[config.mk]
export PLATFORM = sky130hd
export DESIGN_NAME = inst_sequencer_flat
export DESIGN_NICKNAME = d
export VERILOG_FILES = /design/src/rtl/inst_sequencer_if.sv /design/src/rtl/inst_sequencer.sv /design/src/flat_wrapper.sv
export SDC_FILE = /design/constraint.sdc
export NUM_CORES = 1
export LEC_CHECK = 0
export ABC_AREA = 0
export BUFFER_PORTS_ARGS = -buffer_cell sky130_fd_sc_hd__buf_4
export CAP_MARGIN = 40
export CORE_MARGIN = 2
export CORE_UTILIZATION = 26
export DETAILED_ROUTE_END_ITERATION = 8
export PLACE_DENSITY = 0.47
export SYNTH_ARGS = -nofsm -noshare
export SYNTH_HDL_FRONTEND = slang
export SYNTH_SLANG_ARGS = --single-unit
[constraint.sdc]
create_clock -name clk -period 2.2 [get_ports clk]
set_input_delay 0.22 -clock clk [delete_from_list [all_inputs] [get_ports clk]]
set_output_delay 0.22 -clock clk [all_outputs]
set_load 0.01 [all_outputs]
[src/rtl/inst_sequencer_if.sv]
// Instruction- and data-memory req/ack handshake bundle between the sequencer (master)
// and its memories (slave).
interface inst_sequencer_if;
  logic [15:0] imem_addr;
  logic        imem_req;
  logic        imem_ack;
  logic [15:0] imem_rdata;
  logic        dmem_req;
  logic        dmem_we;
  logic        dmem_ack;

  modport master (
    output imem_addr, imem_req, dmem_req, dmem_we,
    input  imem_ack, imem_rdata, dmem_ack
  );

  modport slave (
    input  imem_addr, imem_req, dmem_req, dmem_we,
    output imem_ack, imem_rdata, dmem_ack
  );
endinterface

[src/rtl/inst_sequencer.sv]
// Multi-cycle control FSM for the 16-bit core: fetch, decode and EXEC/MEM/WB sequencing,
// PC ownership, memory handshakes, register-file write strobe and illegal-opcode/timeout trap.
module inst_sequencer #(
  parameter logic [15:0] RESET_PC    = 16'h0000,
  parameter int unsigned TIMEOUT_CYC = 255
) (
  input  logic             clk,
  input  logic             rst_n,
  input  logic             run,
  inst_sequencer_if.master mem,
  output logic [15:0]      ir,
  input  logic             alu_zero,
  output logic             rf_we,
  output logic [1:0]       wb_sel,
  output logic [15:0]      link_pc,
  output logic             trap,
  output logic [15:0]      retired,
  output logic [2:0]       state
);

  typedef enum logic [2:0] {
    S_IDLE   = 3'd0,
    S_FETCH  = 3'd1,
    S_DECODE = 3'd2,
    S_EXEC   = 3'd3,
    S_MEM    = 3'd4,
    S_WB     = 3'd5,
    S_TRAP   = 3'd7
  } state_t;

  localparam logic [3:0] OP_ADD = 4'h0;
  localparam logic [3:0] OP_NDU = 4'h2;
  localparam logic [3:0] OP_LW  = 4'h4;
  localparam logic [3:0] OP_SW  = 4'h5;
  localparam logic [3:0] OP_JAL = 4'h8;
  localparam logic [3:0] OP_BEQ = 4'hC;

  localparam logic [15:0] TO_LAST = 16'(TIMEOUT_CYC - 1);

  state_t      cur_state;
  state_t      nxt_state;
  logic [15:0] pc;
  logic [15:0] pc_nxt;
  logic [15:0] wait_cnt;
  logic        complete;
  logic        timed_out;
  logic        legal_op;
  logic        imem_req_q;
  logic        dmem_req_q;
  logic        dmem_we_q;
  logic [3:0]  opcode;
  logic [15:0] offset;

  assign opcode    = ir[15:12];
  assign offset    = {{10{ir[5]}}, ir[5:0]};
  assign legal_op  = opcode inside {OP_ADD, OP_NDU, OP_LW, OP_SW, OP_JAL, OP_BEQ};
  assign timed_out = (TIMEOUT_CYC != 0) && (wait_cnt == TO_LAST);

  assign link_pc       = pc + 16'd1;
  assign state         = cur_state;
  assign mem.imem_addr = pc;
  assign mem.imem_req  = imem_req_q;
  assign mem.dmem_req  = dmem_req_q;
  assign mem.dmem_we   = dmem_we_q;

  // Completion of any instruction funnels through one point so retire and the run check stay in one place.
  always_comb begin
    nxt_state = cur_state;
    pc_nxt    = pc;
    complete  = 1'b0;
    case (cur_state)
      S_IDLE:   if (run) nxt_state = S_FETCH;
      S_FETCH: begin
        if (mem.imem_ack)   nxt_state = S_DECODE;
        else if (timed_out) nxt_state = S_TRAP;
      end
      S_DECODE: nxt_state = legal_op ? S_EXEC : S_TRAP;
      S_EXEC: begin
        case (opcode)
          OP_LW, OP_SW: nxt_state = S_MEM;
          OP_BEQ: begin
            complete = 1'b1;
            pc_nxt   = alu_zero ? pc + offset : pc + 16'd1;
          end
          default: nxt_state = S_WB;
        endcase
      end
      S_MEM: begin
        if (mem.dmem_ack) begin
          if (opcode == OP_SW) begin
            complete = 1'b1;
            pc_nxt   = pc + 16'd1;
          end else begin
            nxt_state = S_WB;
          end
        end else if (timed_out) begin
          nxt_state = S_TRAP;
        end
      end
      S_WB: begin
        complete = 1'b1;
        pc_nxt   = (opcode == OP_JAL) ? pc + offset : pc + 16'd1;
      end
      default: nxt_state = S_TRAP;
    endcase
    if (complete) nxt_state = run ? S_FETCH : S_IDLE;
  end

  // Strobes are registered from the next state so they line up exactly with the state they belong to.
  always_ff @(posedge clk or negedge rst_n) begin
    if (!rst_n) begin
      cur_state  <= S_IDLE;
      pc         <= RESET_PC;
      ir         <= '0;
      retired    <= '0;
      trap       <= 1'b0;
      wait_cnt   <= '0;
      imem_req_q <= 1'b0;
      dmem_req_q <= 1'b0;
      dmem_we_q  <= 1'b0;
      rf_we      <= 1'b0;
      wb_sel     <= 2'b00;
    end else begin
      cur_state <= nxt_state;
      pc        <= pc_nxt;
      if (cur_state == S_FETCH && mem.imem_ack) ir <= mem.imem_rdata;
      if (complete) retired <= retired + 16'd1;
      if (nxt_state == S_TRAP) trap <= 1'b1;
      if ((cur_state == S_FETCH && !mem.imem_ack) || (cur_state == S_MEM && !mem.dmem_ack))
        wait_cnt <= wait_cnt + 16'd1;
      else
        wait_cnt <= '0;
      imem_req_q <= (nxt_state == S_FETCH);
      dmem_req_q <= (nxt_state == S_MEM);
      dmem_we_q  <= (nxt_state == S_MEM) && (opcode == OP_SW);
      rf_we      <= (nxt_state == S_WB);
      if (nxt_state != S_WB)     wb_sel <= 2'b00;
      else if (opcode == OP_LW)  wb_sel <= 2'b01;
      else if (opcode == OP_JAL) wb_sel <= 2'b10;
      else                       wb_sel <= 2'b00;
    end
  end

endmodule

[src/flat_wrapper.sv]
// flat-port wrapper written by rule: the top's interface ports become plain ports
module inst_sequencer_flat 
#(
  parameter logic [15:0] RESET_PC    = 16'h0000,
  parameter int unsigned TIMEOUT_CYC = 255
)
  (clk, rst_n, run, ir, alu_zero, rf_we, wb_sel, link_pc, trap, retired, state, mem_imem_addr, mem_imem_req, mem_dmem_req, mem_dmem_we, mem_imem_ack, mem_imem_rdata, mem_dmem_ack);
  inst_sequencer_if mem_i ();
  input  logic clk;
  input  logic rst_n;
  input  logic run;
  output logic [15:0] ir;
  input  logic alu_zero;
  output logic rf_we;
  output logic [1:0] wb_sel;
  output logic [15:0] link_pc;
  output logic trap;
  output logic [15:0] retired;
  output logic [2:0] state;
  output wire logic [$bits(mem_i.imem_addr)-1:0] mem_imem_addr;
  output wire logic [$bits(mem_i.imem_req)-1:0] mem_imem_req;
  output wire logic [$bits(mem_i.dmem_req)-1:0] mem_dmem_req;
  output wire logic [$bits(mem_i.dmem_we)-1:0] mem_dmem_we;
  input wire logic [$bits(mem_i.imem_ack)-1:0] mem_imem_ack;
  input wire logic [$bits(mem_i.imem_rdata)-1:0] mem_imem_rdata;
  input wire logic [$bits(mem_i.dmem_ack)-1:0] mem_dmem_ack;
  assign mem_imem_addr = mem_i.imem_addr;
  assign mem_imem_req = mem_i.imem_req;
  assign mem_dmem_req = mem_i.dmem_req;
  assign mem_dmem_we = mem_i.dmem_we;
  assign mem_i.imem_ack = mem_imem_ack;
  assign mem_i.imem_rdata = mem_imem_rdata;
  assign mem_i.dmem_ack = mem_dmem_ack;
  inst_sequencer #(.RESET_PC(RESET_PC), .TIMEOUT_CYC(TIMEOUT_CYC)) u_core (.clk(clk), .rst_n(rst_n), .run(run), .mem(mem_i), .ir(ir), .alu_zero(alu_zero), .rf_we(rf_we), .wb_sel(wb_sel), .link_pc(link_pc), .trap(trap), .retired(retired), .state(state));
endmodule
### After elaboration in Yosys (flattened, before gate mapping)

Index checks and enable logic that the tools add are counted.

| word-level totals | value |
|---|---|
| register bits after elaboration | 74 |
| logic and storage cells | 71 |
| input bits | 22 |

| operators by class | value |
|---|---|
| reductions and logical operators | 13 |
| add/sub/neg operators | 4 |
| mux-type cells | 24 |
| equal/unequal tests | 19 |

Operator list:

| operator | number |
|---|---|
| $mux 16 | 6 |
| $add 16x1->16 const B | 3 |
| $pmux 16 s3 | 1 |
| $mux 3 | 7 |
| $pmux 3 s6 | 1 |
| $add 16x16->16 | 1 |
| $eq 16x8->1 const B | 1 |
| $eq 3x3->1 const B | 5 |
| $eq 4x3->1 const B | 2 |
| $eq 4x4->1 const B | 2 |
| $eq 3x1->1 const B | 2 |
| $eq 3x2->1 const B | 2 |
| $mux 2 | 3 |
| $pmux 3 s2 | 1 |
| $reduce_bool 6->1 | 1 |
| $eq 4x2->1 const B | 1 |
| $logic_and 1x1->1 | 4 |
| $logic_not 4->1 | 1 |
| $mux 1 | 4 |
| $ne 2x1->1 const B | 2 |
| $reduce_and 4->1 | 1 |
| $logic_not 3->1 | 1 |
| $ne 3x3->1 const B | 1 |
| $pmux 1 s3 | 1 |
| other kinds (5) | 6 |

### Depth between registers and ports, before layout

| logic depth | value |
|---|---|
| depth after elaboration | 7 |
| mapped depth | 9 |

### Worst setup path before layout

No wires, ideal clock.

| timing path | value |
|---|---|
| path kind | register to register |
| start | reg u_core.pc[0] (netlist: u_core.mem.imem_addr[0]) |
| end | reg u_core.pc[12] (netlist: u_core.mem.imem_addr[12]) |
| slack | -4 ps |
| stages on the path, launching flop included | 10 |
| library setup time | 86 ps |
| clock period less this slack | 2,204 ps |
| arrival time | 2,118 ps |
| cell sequence | dfrtp_1 ha_1 inv_1 fa_1 nor2b_1 o31ai_1 a211oi_1 o2111ai_1 and4_1 nor3_1 |

| on the way | value |
|---|---|
| longest elaborated chain between the ends | 4 |

Ends and longest elaborated chain:

| what | line | text |
|---|---|---|
| from (decl) | inst_sequencer.sv:42 | `logic [15:0] pc;` |
| from (signal assigned) | inst_sequencer.sv:125 | `pc <= pc_nxt;` |
| $add 16x1->16 or $add 16x16->16 (tied branches) | inst_sequencer.sv:83, inst_sequencer.sv:92, inst_sequencer.sv:102 |  |
| $mux 16, on equally long branches | inst_sequencer.sv:90, inst_sequencer.sv:83 |  |
| $mux 16, on equally long branches | inst_sequencer.sv:89, inst_sequencer.sv:79 |  |
| $pmux 16 s3 * | inst_sequencer.sv:71 | `case (cur_state)` |

Every way passes the cells marked *; elsewhere a longest branch is shown, timed or not. The select of a mux whose other input is x is not followed.
A chain may end at the register's enable or synchronous reset.

### Worst setup path after layout

| timing path | value |
|---|---|
| start | reg u_core.ir[5] |
| end | reg u_core.pc[13] (netlist: u_core.mem.imem_addr[13]) |

| on the way | value |
|---|---|
| longest elaborated chain between the ends | 4 |

Ends and longest elaborated chain:

| what | line | text |
|---|---|---|
| from (decl) | inst_sequencer.sv:11 | `output logic [15:0] ir,` |
| from (signal assigned) | inst_sequencer.sv:126 | `if (cur_state == S_FETCH && mem.imem_ack) ir <= mem.imem_rdata;` |
| $add 16x16->16 * | inst_sequencer.sv:83, inst_sequencer.sv:102 |  |
| $mux 16 | inst_sequencer.sv:83 | `pc_nxt = alu_zero ? pc + offset : pc + 16'd1;` |
| $mux 16 | inst_sequencer.sv:79 | `case (opcode)` |
| $pmux 16 s3 * | inst_sequencer.sv:71 |  |

Marked as above.

==> summary.md <==
| Metric | Value |
|---|---|
| Max Buffers Root-to-Sink | `2` |
| Post-synthesis sequential area ratio | `0.407` |
| Syn avg cell area | `9.55 um2` |
| R2R Setup Slk | `0.01 ns` |
| Top_reg_cell synth | `dfrtp_1` |
| Worst path bufs/invs | `1` |
| WL final | `13,800 um` |
| Initial Utilization | `0.265` |
| Share of layout cells above drive strength 1 | `0.436` |
| Design Area, Final | `6890 um2` |
| Vias in the first global route | `4,300` |
| Net count, final | `705` |
| Root Buffer | `clkbuf_16` |
| Syn Inst Count | `476` |
| Routed via count | `4,327` |
| Placed instance area | `6050 um2` |
| Setup TNS | `0 ns` |
| Hold slack | `0.0845 ns` |
| Area of the multi-input gates | `2850 um2` |
| Cell variety after synth | `69` |
| Largest net degree at the start of global routing | `46` |
| Sink Count | `74` |
| Critical Path Fanout Max | `8` |
| EDFF count, synth | `0` |
| Hpwl dp | `10,300 um` |
| Setup CP Type | `reg -> reg` |
| Post-synth top area share | `0.407` |
| Clock-pin slew on the worst setup and hold paths | `0.06 ns` |
| First-pass GRT wire length | `21,800 um` |
| Fin crit period | `2.19 ns` |
| Die X | `136 um` |
| Max-cap viol count | `0` |
| Global route overflow | `0` |
| Min-Delay Path Class | `in -> reg` |
| Global placement routability congestion | `0.846` |
| TritonRoute pass-1 iters | `4` |
| Placeable Area | `17,200 um2` |
| CTS tree | `done` |
| # placed instances | `856` |
| Flip-flop and latch count after synthesis | `74` |
| Skew final | `0.00892 ns` |
| Total Power | `10.7 mW` |
| Max frequency | `457 MHz` |
| Slack of the critical path | `0.0110 ns` |
| Status | `completed` |
| Total CTS buffers | `9` |
| Die Span Y | `136 um` |
| Crit. End Element | `flip-flop` |
| Final Setup Violations | `0` |
| Final core occ | `0.401` |
| CP startpoint kind | `flip-flop` |
| Gr usage total | `0.150` |
| Final count of hold timing violations | `0` |
| Fill count | `1,750` |
| Die area | `18,600 um2` |
| Synth top area cells | `dfrtp_1, xnor2_1, ha_1` |
| CTS H-tree depth | `3` |
| Worst path top cell family by delay | `compound AO/OA/AOI/OAI gates` |
| Post-route ant nets | `0` |
| P&R area growth vs syn | `51.6%` |
| Commonest non-fill, non-tap cells in the layout | `buf_4, dfrtp_1, nor2_1, nand2_1, xnor2_1` |
| Area of the mapped netlist | `4540 um2` |
| Warnings from Yosys | `0` |
| LEAKAGE | `3.11 nW` |
| Diodes inserted | `0` |
| Syn Nets | `518` |
| Asr flop ratio synth | `1.00` |
| Initial antenna violation count | `0` |
| Clock latency on the worst-skew pair | `0.35 ns` |
| CP required | `2.47 ns` |
| Worst-Margin Slew | `0.679 ns` |
| FF+latch area | `1860 um2` |
| Row count | `48` |
| Initial DRC count | `239` |
| Post-Layout Cell Count | `893` |
| Place WS | `-0.117 ns` |
| Fin. max-slew vios | `0` |
| CP max-delay cell | `dfrtp_2` |
| Final period utilization | `0.995` |
| Crit-path cells | `buf_4, ha_1, a21o_1, o21bai_2, a21oi_1, o21ai_1, a311o_1, nor3_2` |
| PwrDens | `1560 nW/um2` |
| Unrepaired setup endpoints after global routing | `true` |
| CP max stage delay | `0.48 ns` |
| Peak supply drop | `0.804 mV` |
| CP arrival | `2.46 ns` |
| Slew headroom | `0.541` |
| Remaining DRCs | `0` |
| Port Buffers | `95` |
| Via/cell ratio | `4.85` |
| WL/cell | `15.5 um` |
| I/O pin cnt | `96` |
| Most common cell after layout, fill and taps aside | `buf_4` |
| Post-synth top area cell | `dfrtp_1` |
[sequential cells by signal, indices dropped and copies added, names as in the netlist, 2 cells and up]
| name | flops |
|---|---|
| u_core.ir | 16 |
| u_core.mem.imem_addr | 16 |
| u_core.retired | 16 |
| u_core.wait_cnt | 16 |
| u_core.state | 3 |
| u_core.wb_sel | 2 |
[cells in the mapped netlist (3+ instances only)]
cell      number
a22o_1         3
nor3_1        14
xnor2_1       29
nor2b_1        3
a22oi_1        3
nand3_1       26
clkbuf_1       9
or3_1          3
xor2_1        19
nor2_1        40
ha_1          19
mux2_2        16
o21bai_1       5
a21oi_1       27
o22ai_1        3
o31ai_1        3
o21ai_0       27
nand4_1       10
and3_1         8
dfrtp_1       74
nand3b_1       5
nor4_1         5
a211oi_1       8
nand2b_1       7
inv_1         16
buf_2          6
a21o_1         4
nand2_1       33
[worst min-delay path, stage by stage]
cell     delay [ns]
buf_4          0.07
nand2_1        0.04
o21ai_0        0.06
[layer usage]
layer | vias to the layer above | wire length (um) | track usage
met4 | 0 | 212 | 0.0469
met1 | 2111 | 6220 | 0.194
met2 | 93 | 6700 | 0.247
li1 | 2106 | - | -
met3 | 17 | 710 | 0.0350
met5 | - | 0 | 0
[logic make-up (layout without fill, tap and decap cells)]
kind of cell / Yosys count / in the layout / share of synthesized area
adder cells (fa/ha/maj): 20 / 20 / 0.0567
buffers and inverters: 33 / 225 / 0.0306
XOR/XNOR: 48 / 48 / 0.0925
AO/OA/AOI/OAI: 108 / 108 / 0.162
multiplexers: 18 / 18 / 0.0441
flip-flops: 74 / 74 / 0.407
AND/OR/NAND/NOR: 175 / 175 / 0.206
[repair_timing]
item                                    CTS  global route
pin swaps                                 8            17
hold buffers                              1             0
gates resized for setup                  22            55
setup buffers                             6            14
endpoints found under the setup margin   14            29
cloned                                    0             0
endpoints found under the hold margin    42             0
[layout make-up]
type	instances	share of cell area
multi-input cells	369	0.414
clock inverters	6	0.0138
repair buffers	193	0.217
clock buffers	10	0.0347
well taps	225	0.0409
inverters	16	0.00872
flip-flops and latches	74	0.270
[power by group]
part / total, mW / switching (mW) / internal [mW]
sequential: 2.30 / 0.509 / 1.79
clock: 1.68 / 0.644 / 1.04
combinational: 6.75 / 3.28 / 3.47
[final timing paths]
path	start	to	cells past startpoint
max	u_core.ir[5]$_DFFE_PN0P_	u_core.mem.imem_addr[13]$_DFFE_PN0P_	8
min	mem_imem_rdata[1]	u_core.ir[1]$_DFFE_PN0P_	3
max reg2reg	u_core.ir[5]$_DFFE_PN0P_	u_core.mem.imem_addr[13]$_DFFE_PN0P_	8
min reg2reg	u_core.retired[15]$_DFFE_PN0P_	u_core.retired[15]$_DFFE_PN0P_	1
max in group asynchronous	rst_n	u_core.mem.imem_addr[6]$_DFFE_PN0P_	3
min in group asynchronous	rst_n	u_core.state[1]$_DFF_PN0_	2
Power figures use the tool's default switching activity.
